## config.mk

```make
export PLATFORM = sky130hd
export DESIGN_NAME = apb4_modport_slave
export DESIGN_NICKNAME = d
export VERILOG_FILES = /design/src/rtl/apb4_pkg.sv /design/src/rtl/apb4_protocol_checker.sv /design/src/rtl/apb4_modport_slave.sv
export SDC_FILE = /design/constraint.sdc
export NUM_CORES = 1
export LEC_CHECK = 0
export CAP_MARGIN = 20
export CORE_AREA = 2 2 439 441
export CTS_CLUSTER_DIAMETER = 150
export DETAILED_ROUTE_END_ITERATION = 8
export DIE_AREA = 0 0 441 443
export GPL_ROUTABILITY_DRIVEN = 0
export HOLD_SLACK_MARGIN = 0.06
export PLACE_DENSITY = 0.41
export SLEW_MARGIN = 10
export SYNTH_ARGS = -nofsm -noshare
export SYNTH_HDL_FRONTEND = slang
export SYNTH_HIERARCHICAL = 1
export SYNTH_SLANG_ARGS = --single-unit
export TNS_END_PERCENT = 20
```

## constraint.sdc

```tcl
create_clock -name pclk -period 4.2 [get_ports pclk]
set_clock_uncertainty 0.15 [all_clocks]
set_input_delay 1.05 -clock pclk [delete_from_list [all_inputs] [get_ports pclk]]
set_output_delay 1.05 -clock pclk [all_outputs]
set_load 0.01 [all_outputs]
```

## src/rtl/apb4_pkg.sv

```systemverilog
// apb4_pkg
// Shared definitions for the APB4 completer:
//   apb_phase_e    - bus phase decoded from psel/penable
//   WCNT_W         - width of the access-phase wait counter
//   byte_shift     - log2 of the byte count of one data word
//   addr_to_index  - byte address -> register index
//   addr_aligned   - true when the address is word aligned
package apb4_pkg;

  localparam int WCNT_W = 4;

  typedef enum logic [1:0] {
    APB_IDLE   = 2'd0,
    APB_SETUP  = 2'd1,
    APB_ACCESS = 2'd2
  } apb_phase_e;

  // Only 8/16/32/64-bit data words are meaningful; anything else is treated as 32.
  function automatic int unsigned byte_shift(input int unsigned data_width);
    int unsigned sh;
    case (data_width)
      32'd8:   sh = 0;
      32'd16:  sh = 1;
      32'd64:  sh = 3;
      default: sh = 2;
    endcase
    return sh;
  endfunction

  function automatic logic [63:0] addr_to_index(input logic [63:0] addr,
                                                input int unsigned data_width);
    return addr >> byte_shift(data_width);
  endfunction

  function automatic logic addr_aligned(input logic [63:0] addr,
                                        input int unsigned data_width);
    logic [63:0] mask;
    mask = (64'd1 << byte_shift(data_width)) - 64'd1;
    return (addr & mask) == 64'd0;
  endfunction

endpackage

```

## src/rtl/apb4_protocol_checker.sv

```systemverilog
// apb4_protocol_checker
// Decodes the current APB phase and keeps a sticky protocol-violation flag.
// Ports:
//   pclk, preset             - clock, synchronous active-high reset
//   psel, penable, pwrite    - bus control from the requester
//   paddr, pwdata            - bus address / write data (checked for stability)
//   pready                   - completer handshake of the current cycle
//   proto_err_clr            - clears the flag (a new violation wins)
//   phase                    - decoded phase of the current cycle
//   proto_err                - sticky violation flag
module apb4_protocol_checker
  import apb4_pkg::*;
#(
  parameter int ADDR_WIDTH = 32,
  parameter int DATA_WIDTH = 32
) (
  input  logic                  pclk,
  input  logic                  preset,
  input  logic                  psel,
  input  logic                  penable,
  input  logic                  pwrite,
  input  logic [ADDR_WIDTH-1:0] paddr,
  input  logic [DATA_WIDTH-1:0] pwdata,
  input  logic                  pready,
  input  logic                  proto_err_clr,
  output apb_phase_e            phase,
  output logic                  proto_err
);

  apb_phase_e            prev_phase_q, prev_phase_d;
  logic                  prev_ready_q, prev_ready_d;
  logic                  prev_write_q, prev_write_d;
  logic [ADDR_WIDTH-1:0] prev_addr_q, prev_addr_d;
  logic [DATA_WIDTH-1:0] prev_wdata_q, prev_wdata_d;
  logic                  proto_err_q, proto_err_d;

  logic viol_setup_drop;
  logic viol_enable_nosel;
  logic viol_unstable;
  logic viol_no_setup;

  always_comb begin
    if (!psel) begin
      phase = APB_IDLE;
    end else if (!penable) begin
      phase = APB_SETUP;
    end else begin
      phase = APB_ACCESS;
    end
  end

  always_comb begin
    viol_setup_drop   = (prev_phase_q == APB_SETUP) && (phase != APB_ACCESS);
    viol_enable_nosel = penable && !psel;
    // A stalled access must hold its address, direction and data.
    viol_unstable     = (phase == APB_ACCESS) && (prev_phase_q == APB_ACCESS) && !prev_ready_q &&
                        ((paddr != prev_addr_q) || (pwrite != prev_write_q) ||
                         (pwdata != prev_wdata_q));
    // ACCESS must always be preceded by SETUP, including after a completed access.
    viol_no_setup     = (phase == APB_ACCESS) &&
                        ((prev_phase_q == APB_IDLE) ||
                         ((prev_phase_q == APB_ACCESS) && prev_ready_q));

    prev_phase_d = phase;
    prev_ready_d = pready;
    prev_write_d = pwrite;
    prev_addr_d  = paddr;
    prev_wdata_d = pwdata;

    proto_err_d = proto_err_q;
    if (proto_err_clr) begin
      proto_err_d = 1'b0;
    end
    if (viol_setup_drop || viol_enable_nosel || viol_unstable || viol_no_setup) begin
      proto_err_d = 1'b1;
    end
  end

  always_ff @(posedge pclk) begin
    if (preset) begin
      prev_phase_q <= APB_IDLE;
      prev_ready_q <= 1'b0;
      prev_write_q <= 1'b0;
      prev_addr_q  <= '0;
      prev_wdata_q <= '0;
      proto_err_q  <= 1'b0;
    end else begin
      prev_phase_q <= prev_phase_d;
      prev_ready_q <= prev_ready_d;
      prev_write_q <= prev_write_d;
      prev_addr_q  <= prev_addr_d;
      prev_wdata_q <= prev_wdata_d;
      proto_err_q  <= proto_err_d;
    end
  end

  assign proto_err = proto_err_q;

endmodule

```

## src/rtl/apb4_modport_slave.sv

```systemverilog
// apb4_modport_slave
// APB4 completer exposing a word-addressed configuration register file with
// a fixed number of wait states per access.
// Ports:
//   pclk, preset          - clock, synchronous active-high reset
//   psel, penable, pwrite - APB control
//   paddr, pwdata         - byte address, write data
//   prdata, pready,       - read data, handshake, error (all combinational)
//   pslverr
//   hw_ro_in              - hardware values of read-only registers (slice per register)
//   reg_q                 - exported register contents (same slicing)
//   proto_err             - sticky protocol-violation flag
//   proto_err_clr         - clears proto_err
module apb4_modport_slave
  import apb4_pkg::*;
#(
  parameter int                ADDR_WIDTH  = 32,
  parameter int                DATA_WIDTH  = 32,
  parameter int                NUM_REGS    = 16,
  parameter int                WAIT_STATES = 0,
  parameter logic [NUM_REGS-1:0] RO_MASK   = '0
) (
  input  logic                           pclk,
  input  logic                           preset,
  input  logic                           psel,
  input  logic                           penable,
  input  logic                           pwrite,
  input  logic [ADDR_WIDTH-1:0]          paddr,
  input  logic [DATA_WIDTH-1:0]          pwdata,
  output logic [DATA_WIDTH-1:0]          prdata,
  output logic                           pready,
  output logic                           pslverr,
  input  logic [NUM_REGS*DATA_WIDTH-1:0] hw_ro_in,
  output logic [NUM_REGS*DATA_WIDTH-1:0] reg_q,
  output logic                           proto_err,
  input  logic                           proto_err_clr
);

  localparam int                IDX_W    = $clog2(NUM_REGS);
  localparam logic [WCNT_W-1:0] WAIT_CNT = WCNT_W'(WAIT_STATES);

  apb_phase_e phase;
  logic       access;

  logic [63:0]      idx_full;
  logic             legal;
  logic [IDX_W-1:0] idx;
  logic             ro_hit;

  logic [WCNT_W-1:0] wcnt_q, wcnt_d;
  logic              wr_en;

  logic [DATA_WIDTH-1:0] regs_q [NUM_REGS];
  logic [DATA_WIDTH-1:0] regs_d [NUM_REGS];
  logic [DATA_WIDTH-1:0] reg_view [NUM_REGS];

  apb4_protocol_checker #(
    .ADDR_WIDTH (ADDR_WIDTH),
    .DATA_WIDTH (DATA_WIDTH)
  ) u_checker (
    .pclk          (pclk),
    .preset        (preset),
    .psel          (psel),
    .penable       (penable),
    .pwrite        (pwrite),
    .paddr         (paddr),
    .pwdata        (pwdata),
    .pready        (pready),
    .proto_err_clr (proto_err_clr),
    .phase         (phase),
    .proto_err     (proto_err)
  );

  assign access = (phase == APB_ACCESS);

  // Address decode: the full index is compared so that high address bits
  // beyond the register file make the access illegal rather than aliasing.
  always_comb begin
    idx_full = addr_to_index(64'(paddr), DATA_WIDTH);
    legal    = addr_aligned(64'(paddr), DATA_WIDTH) && (idx_full < 64'(NUM_REGS));
    idx      = idx_full[IDX_W-1:0];
    ro_hit   = RO_MASK[idx];
  end

  // Handshake outputs are held low while reset is asserted.
  always_comb begin
    pready  = !preset && access && (wcnt_q == WAIT_CNT);
    pslverr = pready && (!legal || (pwrite && ro_hit));
    wr_en   = pready && pwrite && !pslverr;
    prdata  = (pready && !pwrite && legal) ? reg_view[idx] : '0;
  end

  always_comb begin
    wcnt_d = wcnt_q + WCNT_W'(1);
    if (!access || pready) begin
      wcnt_d = '0;
    end
  end

  always_comb begin
    for (int i = 0; i < NUM_REGS; i++) begin
      regs_d[i] = regs_q[i];
      if (wr_en && !RO_MASK[i] && (idx == IDX_W'(i))) begin
        regs_d[i] = pwdata;
      end
    end
  end

  always_ff @(posedge pclk) begin
    if (preset) begin
      wcnt_q <= '0;
      for (int i = 0; i < NUM_REGS; i++) begin
        regs_q[i] <= '0;
      end
    end else begin
      wcnt_q <= wcnt_d;
      for (int i = 0; i < NUM_REGS; i++) begin
        regs_q[i] <= regs_d[i];
      end
    end
  end

  // Read-only registers are seen (on the bus and on reg_q) as their hardware value.
  for (genvar gi = 0; gi < NUM_REGS; gi++) begin : g_view
    assign reg_view[gi] = RO_MASK[gi] ? hw_ro_in[gi*DATA_WIDTH +: DATA_WIDTH] : regs_q[gi];
    assign reg_q[gi*DATA_WIDTH +: DATA_WIDTH] = reg_view[gi];
  end

endmodule

```

== Yosys cells after proc, flatten, opt, wreduce, memory -nomap -nowiden ==
Memory sizes are Yosys's and may differ from the RTL's.
Index checks and enable logic that the tools add are counted.
Word-level totals
  ROM bits: 16
  output and inout bits: 547
  flip-flop bits (word level): 73
  memories kept: 2
  latch bits: 0
  bits of input ports: 582
  bits in writable memories: 512
Operators by class
  bitwise operators: 17
  shifts and indexed selects: 0
  magnitude comparators: 3
  mux-type cells: 44
  add/sub/neg operators: 1
  reduce and logical (&&, ||, !) cells: 53
  eq/ne operators: 22
  multiply operators: 0
  divide/modulo/power cells: 0
Memories
  regs_q: words 16, bits a word 32, rd ports 16, clocked after memory_dff 0, wr ports 16, RTL line apb4_modport_slave.sv:53  | logic [DATA_WIDTH-1:0] regs_q [NUM_REGS];
  (name not given): words 16, bits a word 1, rd ports 1, clocked after memory_dff 0, wr ports 0, RTL line apb4_modport_slave.sv:82  | ro_hit = RO_MASK[idx];
Operators with widths (number)
  two-way mux 32 bit: 35
  binary-select mux 32 bit (select 4 bit): 1
  zero test 64 bit: 1
  != test 32 bit: 2
  == test 4 bit, second input constant: 8
  logical AND 1 bit: 32
  less-than comparator 30 x 5 -> 1 bit, second input constant: 1
  == test 4 x 3 -> 1 bit, second input constant: 4
  OR 1 bit: 16
  == test 4 x 2 -> 1 bit, second input constant: 2
  zero test 4 bit: 2
  logical OR 1 bit: 8
  zero test 1 bit: 7
  two-way mux 1 bit: 6
  greater-or-equal comparator 5 bit, second input constant: 1
  less-than comparator 4 x 5 -> 1 bit, second input constant: 1
  inverter 4 -> 5 bit: 1
  adder 4 x 1 -> 4 bit, second input constant: 1
  == test 2 bit, second input constant: 2
  == test 4 x 1 -> 1 bit, second input constant: 1
  two-way mux 2 bit: 2
  == test 2 x 1 -> 1 bit, second input constant: 1
  zero test 2 bit: 1
  != test 2 bit, second input constant: 1
  3 further kinds: 3

== Longest topological paths before layout ==
Gate-level depths: netlist of run 1.
  word-level depth: 11
  gate-level depth with buffers: 8
  gate-level depth less buffers: 6

== Hierarchy ==
Netlist of run 1, hierarchy kept.
Modules (own cells, without submodules)
  apb4_modport_slave: times used 1, seq. area each 10329.9 um^2, cells each 2127, area each 24557.3 um^2
  apb4_protocol_checker: times used 1, seq. area each 1381.3 um^2, cells each 241, area each 2628.8 um^2

== Worst setup path after synthesis of run 1 ==
No wires, ideal clock.
  path kind: input to output
  start point: in psel
  end point: out prdata[10]
  path slack: 0.377 ns
  data arrival time: 2.623 ns
  required time: 3.000 ns
  stages: 8
  path through: inv_1 nor2_1 or3b_1 nor2_2 buf_4 nand4b_4 buf_2 a211oi_1
On the way
  longest elaborated chain between the ends: 7
RTL lines
  start, declared: RTL line apb4_modport_slave.sv:25  | input logic psel,
  two-way mux 2 bit: RTL line apb4_protocol_checker.sv:43  | if (!psel) begin
  net phase[0]: RTL line apb4_modport_slave.sv:42  | apb_phase_e phase;
  == test 2 bit: RTL line apb4_modport_slave.sv:74  | assign access = (phase == APB_ACCESS);
  logical AND 1 bit (2 in series): RTL line apb4_modport_slave.sv:87  | pready = !preset && access && (wcnt_q == WAIT_CNT);
  net pready: RTL line apb4_modport_slave.sv:31  | output logic pready,
  logical AND 1 bit (2 in series): RTL line apb4_modport_slave.sv:90  | prdata = (pready && !pwrite && legal) ? reg_view[idx] : '0;
  two-way mux 32 bit: RTL line apb4_modport_slave.sv:90
  end, declared: RTL line apb4_modport_slave.sv:30  | output logic [DATA_WIDTH-1:0] prdata,
The timed path passes the listed nets, and every way through them passes these cells.

== Final worst setup path of run 1 ==
  start point: in psel
  end point: out prdata[2]
On the way
  longest elaborated chain between the ends: 7
RTL lines (RTL line)
  two-way mux 2 bit: apb4_protocol_checker.sv:43
  net phase[1]: apb4_modport_slave.sv:42
  == test 2 bit: apb4_modport_slave.sv:74
  logical AND 1 bit (2 in series): apb4_modport_slave.sv:87
  logical AND 1 bit (2 in series): apb4_modport_slave.sv:90
  two-way mux 32 bit: apb4_modport_slave.sv:90
The timed path passes the listed nets, and every way through them passes these cells.

==> summary.txt, run 1 <==
Run status
  • Status: complete, but fails checks
  • Failing checks: setup timing

Placement
  • Placed Cells: 5448
  • DP Wirelength: 110000 um
  • IO Port Bufs: a little over 600
  • Worst slack at placement: -0.739 ns
  • Post-place instance area: 37200 um2

Clocking
  • H-tree depth: 3
  • Worst-path clk slew: approximately 0.05 ns
  • CTS tree: done
  • CTS Buffer Depth: 3
  • Total CTS buffers: 80
  • Hold Buf Count CTS: 0
  • Clk root buf: clkbuf_16
  • Clock tree sinks: 585
  • Clk Latency, worst-skew pair: 0.67 ns

Detailed routing
  • Routed Antenna Nets: 0
  • Ratio of routed vias to standard cells: 3.69
  • First-pass detailed-route iteration total: 4
  • Via count: slightly above 20000
  • Routed WL: 149000 um
  • # DRC: 0
  • WL/cell: 26.5 um
  • DRT iter0 DRCs: 947

GRT
  • Met3 Resource Use GR: 0.0792
  • Number of global-route vias before repair: between 20000 and 25000
  • GR Util All Layers: 0.148
  • M1 GR Usage: 0.199
  • Met2 Resource Use GR: 0.202
  • Initial antenna violation count: 11
  • Total grt overflow: 0
  • First-pass GRT wire length: approximately 200000 um
  • Largest net degree at the start of global routing: 198
  • GRT busiest layer: met2

Logic synthesis
  • Top FF cell, synth: dfxtp_1
  • Cell with the most instances after synthesis: dfxtp_1
  • Top cells by area, synth: dfxtp_1 43%, mux2i_1 20%, nand2b_1 13%, mux4_2 11%, clkbuf_1 2.0%
  • Synth unique cells: 37
  • Sequential area share after synthesis: 0.431
  • Yosys warning total: 6
  • Cells after Synth: 2368
  • Post-synth top area cell: dfxtp_1
  • Post-synth top area share: 0.431
  • Cell Area, Synth: 27200 um2
  • Average cell area after synthesis: ~11 um2
  • Number of flops mapped to enable cells by yosys: 0
  • Top cell types by occurrence after synthesis: 585 x dfxtp_1, 547 x nand2b_1, 544 x mux2i_1
  • Mapped Nets: 2952
  • Yosys reg bits: 585
  • FFs w/ async S/R, synth: 0

Worst setup path
  • CP Class: input pin to output port
  • Worst setup EP type: output port
  • Worst path required time: 3.00 ns
  • Crit-path slowest cell: or3b_4
  • Reg2Reg Setup Slack: approximately 1.3 ns
  • Max stage delay on crit path: just over 0.4 ns
  • Top cell by count, worst path: buf_12
  • Crit start category: input pin
  • Worst-path cell chain: buf_2 -> nand2_2 -> inv_1 -> or3b_4 -> nor2_4 -> nand4b_4 -> buf_12 -> buf_12 -> buf_16 -> buf_8 -> a211oi_4 -> buf_4 -> buf_12
  • Crit-path max FO: 5
  • Worst path arrival time: 3.02 ns

Die
  • Initial Util: 0.142
  • Top Ports: 1129
  • CORE AREA: 191000 um2
  • Die H: 443 um
  • DIE AREA: 195000 um2
  • Rows: 161
  • Die Wd: 441 um

Pwr
  • Sw Share: 0.255
  • P per Cell Area: 334 nW/um2
  • Leakage Power: ~17 nW
  • Logic pwr share: 0.063
  • Internal power: 10.0 mW
  • Tot Pwr: 13.5 mW
  • Clock Power Share: 0.520
  • Sequential fraction of design power: 0.416
  • Peak VDD IR: 0.000251 V
  • Net Switching: 3.43 mW

Run
  • Total of max-cap violations: 0

Final layout
  • Final non-filler cell total: around 5600
  • FILL cells: 20785
  • Share of cells above drive strength 1: 0.177
  • Design Area, Final: just over 40000 um2
  • Layout area overhead: 48.1%
  • Final net count: between 3000 and 4000

STA
  • RSZ-0062 raised after global routing: true
  • Final Hold Fails: 0
  • Slew HR: 0.311
  • Final setup viols: 4
  • Peak Freq: 237 MHz
  • Final worst slack: -0.0249 ns
  • Setup TNS: -0.0732 ns
  • Least-Margin Pin Slew: 1.03 ns
  • Final period utilization: 1.01
  • Final Slew Violations: 0
  • Minimum clock period after layout: 4.22 ns

Worst hold path
  • HP Class: flip-flop to flip-flop
-- layout make-up --
class                           instances  area, um2  share of cell area
Antenna cell                            7       17.5            0.000435
Clock buffer                          120       2340              0.0582
Clock inverter                         23        308             0.00765
Inverter                                5       18.8            0.000466
Multi-Input combinational cell       1541      14500               0.360
Sequential cell                       585      11700               0.291
Tap cell                             2526       3160              0.0785
Timing Repair Buffer                  804       8210               0.204
-- final timing paths --
path / from / end / depth (start not counted)
worst min register to register: wcnt_q[0] / wcnt_q[0] / 1
worst min-delay path: wcnt_q[0] / wcnt_q[0] / 1
worst max register to register: wcnt_q[0] / regs_q[0][55] / 10
worst max-delay path: psel / prdata[2] / 13
-- logic make-up after synthesis --
| family | count (synthesis) | synth area share |
|---|---|---|
| flip-flops | 585 | 0.431 |
| adder cells (fa/ha/maj) | 2 | 0.000920 |
| AND/OR/NAND/NOR | 732 | 0.176 |
| AO/OA/AOI/OAI | 68 | 0.0191 |
| XOR/XNOR | 67 | 0.0216 |
| multiplexers | 672 | 0.306 |
| buffers and inverters | 242 | 0.0451 |
-- worst max-delay path, delay by kind of cell --
family          cells  cell delay, ns
compound gates      1            0.17
simple gates        4            0.72
buf+inv             8            1.07
-- placed cells by master, fill, tap and decap left out, types with 6 or more instances in the layout --
master / instances
buf_2: 19
nand4_4: 15
nand4_1: 6
nand2b_1: 547
clkbuf_8: 18
buf_4: 139
buf_12: 53
dlygate4sd2_1: 9
nor2_1: 21
mux2i_1: 544
mux4_2: 128
and2b_1: 15
a211oi_2: 21
diode_2: 7
clkbuf_16: 82
xor2_1: 62
clkdlybuf4s50_1: 548
nor2b_1: 83
nor4_1: 14
clkinvlp_4: 6
clkdlybuf4s15_1: 7
clkinv_2: 7
clkbuf_1: 22
dfxtp_1: 585
clkbuf_2: 9
a211oi_1: 43
-- state kept, by name, indices dropped and copies added, names as in the netlist --
| register | flops |
|---|---|
| regs_q | 512 |
| u_checker/prev_addr_q | 32 |
| u_checker/prev_wdata_q | 32 |
| wcnt_q | 4 |
| u_checker/prev_phase_q | 2 |
| u_checker/prev_ready_q | 1 |
| u_checker/prev_write_q | 1 |
| u_checker/proto_err | 1 |
-- stage by stage --
stage	utilization	hold WS (ns)
final	0.211	0.312
after global routing	0.210	0.339
after CTS	0.210	0.313
after detailed placement	0.195	0.301
after global placement	0.195	0.304
after floorplan	-	0.280
-- layer usage --
layer | share of wire | routed length (um)
met2 | 0.40 | 58700
met1 | 0.46 | 69100
met5 | 0 | 0
met3 | 0.12 | 17100
met4 | 0.025 | 3720
-- power groups by stage --
stage,clock (mW),sequential (mW),combinational [mW]
CTS,7.29,5.60,0.871
floorplan,0,5.72,0.433
finish,7.00,5.60,0.852
detailed placement,0,5.72,0.863
global route,7.47,5.60,0.915
global placement,0,5.72,0.866
-- repair_timing --
action | 4_1_cts | 5_1_grt
setup buffers | 7 | 2
resized for setup | 182 | 45
cloned | 3 | 1
setup endpoints to repair | 34 | 33
pin swaps | 13 | 10
Power figures use the tool's default switching activity.
==> run 2, diff against run 1 <==
--- a/config.mk
+++ b/config.mk
@@ -6,13 +6,15 @@
 export NUM_CORES = 1
 export LEC_CHECK = 0
 export CAP_MARGIN = 20
-export CORE_AREA = 2 2 439 441
+export CELL_PAD_IN_SITES_DETAIL_PLACEMENT = 2
+export CELL_PAD_IN_SITES_GLOBAL_PLACEMENT = 2
+export CORE_AREA = 2 2 438 440
 export CTS_CLUSTER_DIAMETER = 150
 export DETAILED_ROUTE_END_ITERATION = 8
-export DIE_AREA = 0 0 441 443
+export DIE_AREA = 0 0 440 442
 export GPL_ROUTABILITY_DRIVEN = 0
 export HOLD_SLACK_MARGIN = 0.06
-export PLACE_DENSITY = 0.41
+export PLACE_DENSITY = 0.56
 export SLEW_MARGIN = 10
 export SYNTH_ARGS = -nofsm -noshare
 export SYNTH_HDL_FRONTEND = slang
==> run 2 against run 1 <==
Compared with the run above:
- the run still ends with setup timing left
- maximum frequency is 0.27% lower
- critical endpoint unchanged
- power up 1.9%
- routed wire length rose by 2.3%
- via count up 4.0%
- design area grew 0.32%
- register-to-register slack gained 0.47 ns
- final cell count about the same
- first-iteration DRC count is 2.4% higher
- sequential share of layout area is 0.087 points lower
- combinational power rose by 3.6%
==> summary.txt, run 2 (synthesized netlist as in run 1, its figures left out) <==
Pwr
  • Peak VDD IR: 0.000239 V (-4.6%)
  • Leakage Power: 17.2 nW (+0.24%)
  • P per Cell Area: 340 nW/um2 (+1.6%)

Worst hold path
  • HP Class: flip-flop to flip-flop
  • Hold_sp: regs_q[0][330]
  • Hold Crit Depth: 2 (+1)
  • Worst hold endpoint: regs_q[0][330]

GRT
  • Largest net degree at the start of global routing: 165 (-17%)
  • Initial antenna violation count: 20 (+9)
  • Met3 Resource Use GR: 0.0695 (-0.00970)
  • First-pass GRT wire length: 205000 um (+4.0%)
  • GRT busiest layer: met2
  • M1 GR Usage: 0.199 (-0.000856)
  • Met2 Resource Use GR: 0.224 (+0.0215)
  • GR Util All Layers: 0.153 (+0.00496)
  • Number of global-route vias before repair: 23077 (+9.2%)
  • Total grt overflow: 0 (unchanged)

Final layout
  • Most frequent cells in the layout: 583 x dfxtp_1, 548 x clkdlybuf4s50_1, 547 x nand2b_1
  • Biggest registers after layout: regs_q x512, u_checker/prev_addr_q x32, u_checker/prev_wdata_q x32
  • Final net count: 3617 (+0.44%)
  • Number of flip-flops in the largest register: 512 (unchanged)
  • Share of cells above drive strength 1: 0.182 (+0.00523)
  • Most common cell after layout, fill and taps aside: dfxtp_1
  • Design Area, Final: 40400 um2 (+0.32%)
  • Register with the most flip-flops: regs_q
  • Layout area overhead: 48.6%

STA
  • Final Slew Violations: 0 (unchanged)
  • Setup TNS: -0.0378 ns (+0.0354 ns)
  • Slew HR: 0.311 (about the same)
  • Least-Margin Pin Slew: 1.03 ns (-0.0000394 ns)
  • Final Hold Fails: 0 (unchanged)
  • Final setup viols: 2 (-2)
  • Peak Freq: 236 MHz (-0.27%)
  • Minimum clock period after layout: 4.24 ns (+0.0113 ns)
  • Final worst slack: -0.0362 ns (-0.0113 ns)
  • Final period utilization: 1.01 (+0.00268)
  • RSZ-0062 raised after global routing: true

Detailed routing
  • WL/cell: 27.1 um (+2.3%)
  • Ratio of routed vias to standard cells: 3.83 (+4.0%)
  • Via count: 21517 (+4.0%)
  • Routed Antenna Nets: 0 (unchanged)
  • First-pass detailed-route iteration total: 4 (unchanged)
  • # DRC: 0 (unchanged)
  • Routed WL: 152000 um (+2.3%)
  • DRT iter0 DRCs: 970 (+2.4%)

Worst setup path
  • Worst path required time: 3.00 ns (about the same)
  • Max stage delay on crit path: 0.35 ns (-0.06 ns)
  • Top cell by count, worst path: buf_12
  • Crit-path slowest cell: a211oi_4
  • Worst setup EP type: output port
  • Crit-path max FO: 3 (-2)
  • Worst-path cell chain: clkdlybuf4s15_1 -> nor4_4 -> and3_4 -> nand4b_4 -> buf_12 -> buf_12 -> buf_6 -> a211oi_4 -> buf_6 -> buf_12
  • Worst path arrival time: 3.04 ns (+0.02 ns)
  • Crit start category: input pin
  • R2R cell count: 9 (-1)
  • Reg2Reg Setup Slack: 1.73 ns (+0.47 ns)
  • CP Class: input pin to output port
  • Critical R2R Capture: regs_q[0][55]
  • Worst R2R Start: wcnt_q[0]

Clocking
  • CTS Buffer Depth: 3 (unchanged)
  • Clock tree sinks: 585 (unchanged)
  • Clk Latency, worst-skew pair: 0.68 ns (about the same)
  • CTS tree: done
  • Total CTS buffers: 82 (+2.5%)
  • Worst-path clk slew: 0.05 ns (about the same)
  • Clk root buf: clkbuf_16
  • H-tree depth: 3 (unchanged)

Die
  • Die H: 442 um (-0.23%)
  • Top Ports: 1129 (unchanged)
  • DIE AREA: 194000 um2 (-0.45%)
  • CORE AREA: 190000 um2 (-0.83%)
  • Rows: 160 (-0.62%)
  • Initial Util: 0.143 (+0.00119)
  • Die Wd: 440 um (-0.23%)

Run status
  • Failing checks: setup timing
  • Status: complete, but fails checks

Placement
  • IO Port Bufs: 616 (unchanged)
  • Post-place instance area: 37100 um2 (-0.26%)
  • DP Wirelength: 112000 um (+1.6%)

Run
  • Total of max-cap violations: 0 (unchanged)
-- run 2: what timing repair did --
action,CTS,global route
pin swaps,18,14
buffers inserted,12,6
hold endpoints to repair,0,0
cloned,1,0
hold buffers,0,0
resized for setup,171,73
endpoints found under the setup margin,34,33
-- run 2: where the power goes --
part | switching [mW] | internal [mW]
clock | 2.97 | 4.26
sequential | 0.0150 | 5.59
combinational | 0.505 | 0.378
total | 3.49 | 10.2
-- run 2: cell type report --
type	instances	area [um2]
tap	2511	3140
inverter	5	21.3
antenna	8	20.0
timing repair buffer	818	8200
sequential	585	11700
clock inverter	24	358
clock buffer	121	2380
fill	21103	149000
multi-input combinational	1541	14600
-- run 2: worst max-delay path: cells and delay by family --
kind	cells	cell delay [ns]
buffers and inverters	6	0.93
AOI/OAI and AO/OA	1	0.35
and+or+nand+nor	3	0.69
-- run 2: worst max-delay path by stage --
| stage | slack [ns] | start | endpoint |
|---|---|---|---|
| 2_1_floorplan | 0.38 | psel | prdata[10] |
| 3_3_place_gp | -1.12 | psel | prdata[1] |
| 3_5_place_dp | -1.01 | psel | prdata[3] |
| 4_1_cts | -0.05 | paddr[2] | prdata[2] |
| 5_1_grt | -0.07 | paddr[9] | prdata[2] |
| 6_report | -0.04 | paddr[9] | prdata[2] |
-- run 2: stage by stage --
step | util | std cells | worst slack [ns] | total power [mW] | hold WS [ns]
2_1_floorplan | - | 2368 | 0.377 | 6.15 | 0.280
3_3_place_gp | 0.196 | 5443 | -1.12 | 6.59 | 0.296
3_5_place_dp | 0.196 | 5443 | -1.01 | 6.59 | 0.312
4_1_cts | 0.212 | 5599 | -0.0518 | 14.0 | 0.344
5_1_grt | 0.213 | 5606 | -0.0662 | 14.3 | 0.363
6_report | 0.213 | 5613 | -0.0362 | 13.7 | 0.336
-- run 2: per-layer routing --
metal  part of all wire  wire (um)
met5           0.000099         15
met2               0.42      63900
met3              0.098      14900
met4              0.031       4730
met1               0.45      68600
==> run 3, diff against run 2 <==
--- a/config.mk
+++ b/config.mk
@@ -8,13 +8,14 @@
 export CAP_MARGIN = 20
 export CELL_PAD_IN_SITES_DETAIL_PLACEMENT = 2
 export CELL_PAD_IN_SITES_GLOBAL_PLACEMENT = 2
-export CORE_AREA = 2 2 438 440
+export CORE_AREA = 2 2 440 442
 export CTS_CLUSTER_DIAMETER = 150
 export DETAILED_ROUTE_END_ITERATION = 8
-export DIE_AREA = 0 0 440 442
+export DIE_AREA = 0 0 442 444
+export DONT_BUFFER_PORTS = 1
 export GPL_ROUTABILITY_DRIVEN = 0
 export HOLD_SLACK_MARGIN = 0.06
-export PLACE_DENSITY = 0.56
+export PLACE_DENSITY = 0.43
 export SLEW_MARGIN = 10
 export SYNTH_ARGS = -nofsm -noshare
 export SYNTH_HDL_FRONTEND = slang
==> run 3 against run 2 <==
Compared with the run above:
- the flow still finishes with violations (setup timing)
- sequential power about the same
- clock power increased by 2%
- critical path depth decreased by 5
- count of clock-buffer cells in the layout decreased by 6
- critical endpoint is now prdata[30]
- non-clock buffer count decreased by 736
- design area decreased by 19%
- setup slack improved by 0.0016 ns
- sequential cell count unchanged
- global-route usage decreased by 1.1 points
==> summary.txt, run 3 (synthesized netlist as in run 1, its figures left out) <==
Run status
  • Status: complete, but fails checks
  • Failing checks: setup timing

Placement
  • IO Port Bufs: 0 (-100%)
  • Placed Cells: 4735 (-13%)
  • Worst slack at placement: 0.0909 ns (+1.10 ns)
  • DP Wirelength: 99300 um (-11%)

Clocking
  • CTS Buffer Depth: 3 (unchanged)
  • Hold Buf Count CTS: 0 (unchanged)
  • Clock tree sinks: 585 (unchanged)
  • CTS tree: done
  • Worst-path clk slew: 0.06 ns (about the same)
  • Total CTS buffers: 83 (+1.2%)
  • Clk root buf: clkbuf_16
  • H-tree depth: 3 (unchanged)
  • Postcts setup bufs: 0 (-12)
  • Clk Latency, worst-skew pair: 0.73 ns (+0.05 ns)

GRT
  • Met3 Resource Use GR: 0.0868 (+0.0172)
  • GRT busiest layer: met2
  • Met2 Resource Use GR: 0.210 (-0.0141)
  • M1 GR Usage: 0.173 (-0.0258)
  • Initial antenna violation count: 8 (-60%)
  • First-pass GRT wire length: 190000 um (-7.0%)
  • Number of global-route vias before repair: 19739 (-14%)
  • Total grt overflow: 0 (unchanged)
  • Largest net degree at the start of global routing: 616 (+270%)
  • GR Util All Layers: 0.141 (-0.0112)

Detailed routing
  • DRT iter0 DRCs: 759 (-22%)
  • WL/cell: 29.1 um (+7.5%)
  • Ratio of routed vias to standard cells: 3.82 (-0.40%)
  • Routed WL: 142000 um (-6.3%)
  • Via count: 18685 (-13%)
  • Routed Antenna Nets: 0 (unchanged)
  • First-pass detailed-route iteration total: 5 (+1)
  • # DRC: 0 (unchanged)

STA
  • Final Slew Violations: 0 (unchanged)
  • Final Hold Fails: 0 (unchanged)
  • Final worst slack: -0.0346 ns (+0.00160 ns)
  • Slew HR: 0.302 (-0.00885)
  • Minimum clock period after layout: 4.23 ns (-0.00160 ns)
  • Peak Freq: 236 MHz (about the same)
  • Final setup viols: 1 (-1)
  • Final period utilization: 1.01 (about the same)
  • Least-Margin Pin Slew: 1.05 ns (+0.0133 ns)
  • RSZ-0062 raised after global routing: false

Pwr
  • Internal power: 10.1 mW (-0.76%)
  • Sw Share: 0.245 (-0.00897)
  • Peak VDD IR: 0.000289 V (+21%)
  • Clock Power Share: 0.550 (+0.023)
  • Leakage Power: 14.3 nW (-17%)
  • Logic pwr share: 0.034 (-0.030)
  • Net Switching: 3.30 mW (-5.4%)
  • P per Cell Area: 410 nW/um2 (+21%)
  • Sequential fraction of design power: 0.417 (+0.009)

Die
  • CORE AREA: 192000 um2 (+1.0%)
  • Top Ports: 1129 (unchanged)
  • Initial Util: 0.142 (-0.00149)
  • Rows: 161 (+0.63%)
  • Die Wd: 442 um (+0.45%)
  • Die H: 444 um (+0.45%)
  • DIE AREA: 196000 um2 (+0.91%)

Final layout
  • Share of cells above drive strength 1: 0.157 (-0.0247)
  • Register with the most flip-flops: regs_q
  • Most frequent cells in the layout: 584 x dfxtp_1, 547 x nand2b_1, 544 x mux2i_1
  • Biggest registers after layout: regs_q x512, u_checker/prev_addr_q x32, u_checker/prev_wdata_q x32
  • Number of flip-flops in the largest register: 512 (unchanged)
  • Final non-filler cell total: 4894 (-13%)
  • FILL cells: 21526 (+2.0%)
  • Final net count: 2882 (-20%)
  • Layout area overhead: 20.7%
  • Most common cell after layout, fill and taps aside: dfxtp_1

Worst setup path
  • R2R cell count: 8 (-1)
  • Worst setup EP type: output port
  • Crit start category: input pin
  • Worst path required time: 3.00 ns (about the same)
  • CP Class: input pin to output port
  • Crit-path max FO: 134 (+131)
  • Worst path arrival time: 3.03 ns (about the same)

Run
  • Total of max-cap violations: 0 (unchanged)

Worst hold path
  • HP Class: input pin to flip-flop
  • Hold Crit Depth: 1 (-1)
[run 3: cell types whose count changed in the layout (fill, tap and decap cells not counted), moves of 9 or more]
cell	delta
clkbuf_1	-9
buf_12	-30
buf_6	-15
dlygate4sd2_1	-15
buf_4	-87
a211oi_1	+18
clkdlybuf4s50_1	-548
clkbuf_2	-16
a211oi_2	-11
[run 3: path summary, 6_finish.rpt]
path                            startpoint                   endpoint  slack [ns]
worst min-delay path                preset  u_checker/prev_addr_q[24]        0.24
worst max-delay path              paddr[3]                 prdata[30]       -0.03
worst max register to register   wcnt_q[1]              regs_q[0][57]        1.26
worst min register to register   wcnt_q[0]                  wcnt_q[0]        0.33
[run 3: layout make-up]
class                   instances  area, um2  area share
repair buffers                 82        783      0.0239
flip-flops and latches        585      11700       0.357
inverters                       5       18.8    0.000572
clock inverters                31        432      0.0132
multi-input cells            1541      14300       0.435
diodes                          9       22.5    0.000686
well taps                    2526       3160      0.0963
clock buffers                 115       2410      0.0734
[run 3: repair_timing]
item	4_1_cts	5_1_grt
gates cloned	0	0
setup endpoints to repair	1	1
endpoints found under the hold margin	0	0
resized for setup	1	1
[run 3: critical path: stages]
cell	delay [ns]
mux4_2	0.80
nor2b_1	0.14
a211oi_1	0.28
a211oi_1	0.09
buf_4	0.16
[run 3: metrics by stage]
stage                     cell area, um2  utilization  total power [mW]  hold WS [ns]  TNS (ns)
after floorplan                    27200            -              6.15         0.280         0
after global placement             29900        0.156              6.11         0.308         0
after detailed placement           29900        0.156              6.12         0.326         0
after CTS                          32700        0.171              13.7         0.163         0
after global routing               32800        0.171              14.0         0.183         0
final                              32800        0.171              13.4         0.236   -0.0346
[run 3: per-layer routing]
layer  vias up  routed length [um]
li1       8073                   -
met1      9827               60800
met2       660               60600
met3       125               18400
met4         0                2690
met5         -                   0
[run 3: power groups by stage]
stage	clock, mW	combinational (mW)	sequential (mW)
after global routing	7.89	0.490	5.60
after CTS	7.70	0.396	5.60
final	7.39	0.452	5.60
after detailed placement	0	0.394	5.72
after floorplan	0	0.433	5.72
after global placement	0	0.393	5.72
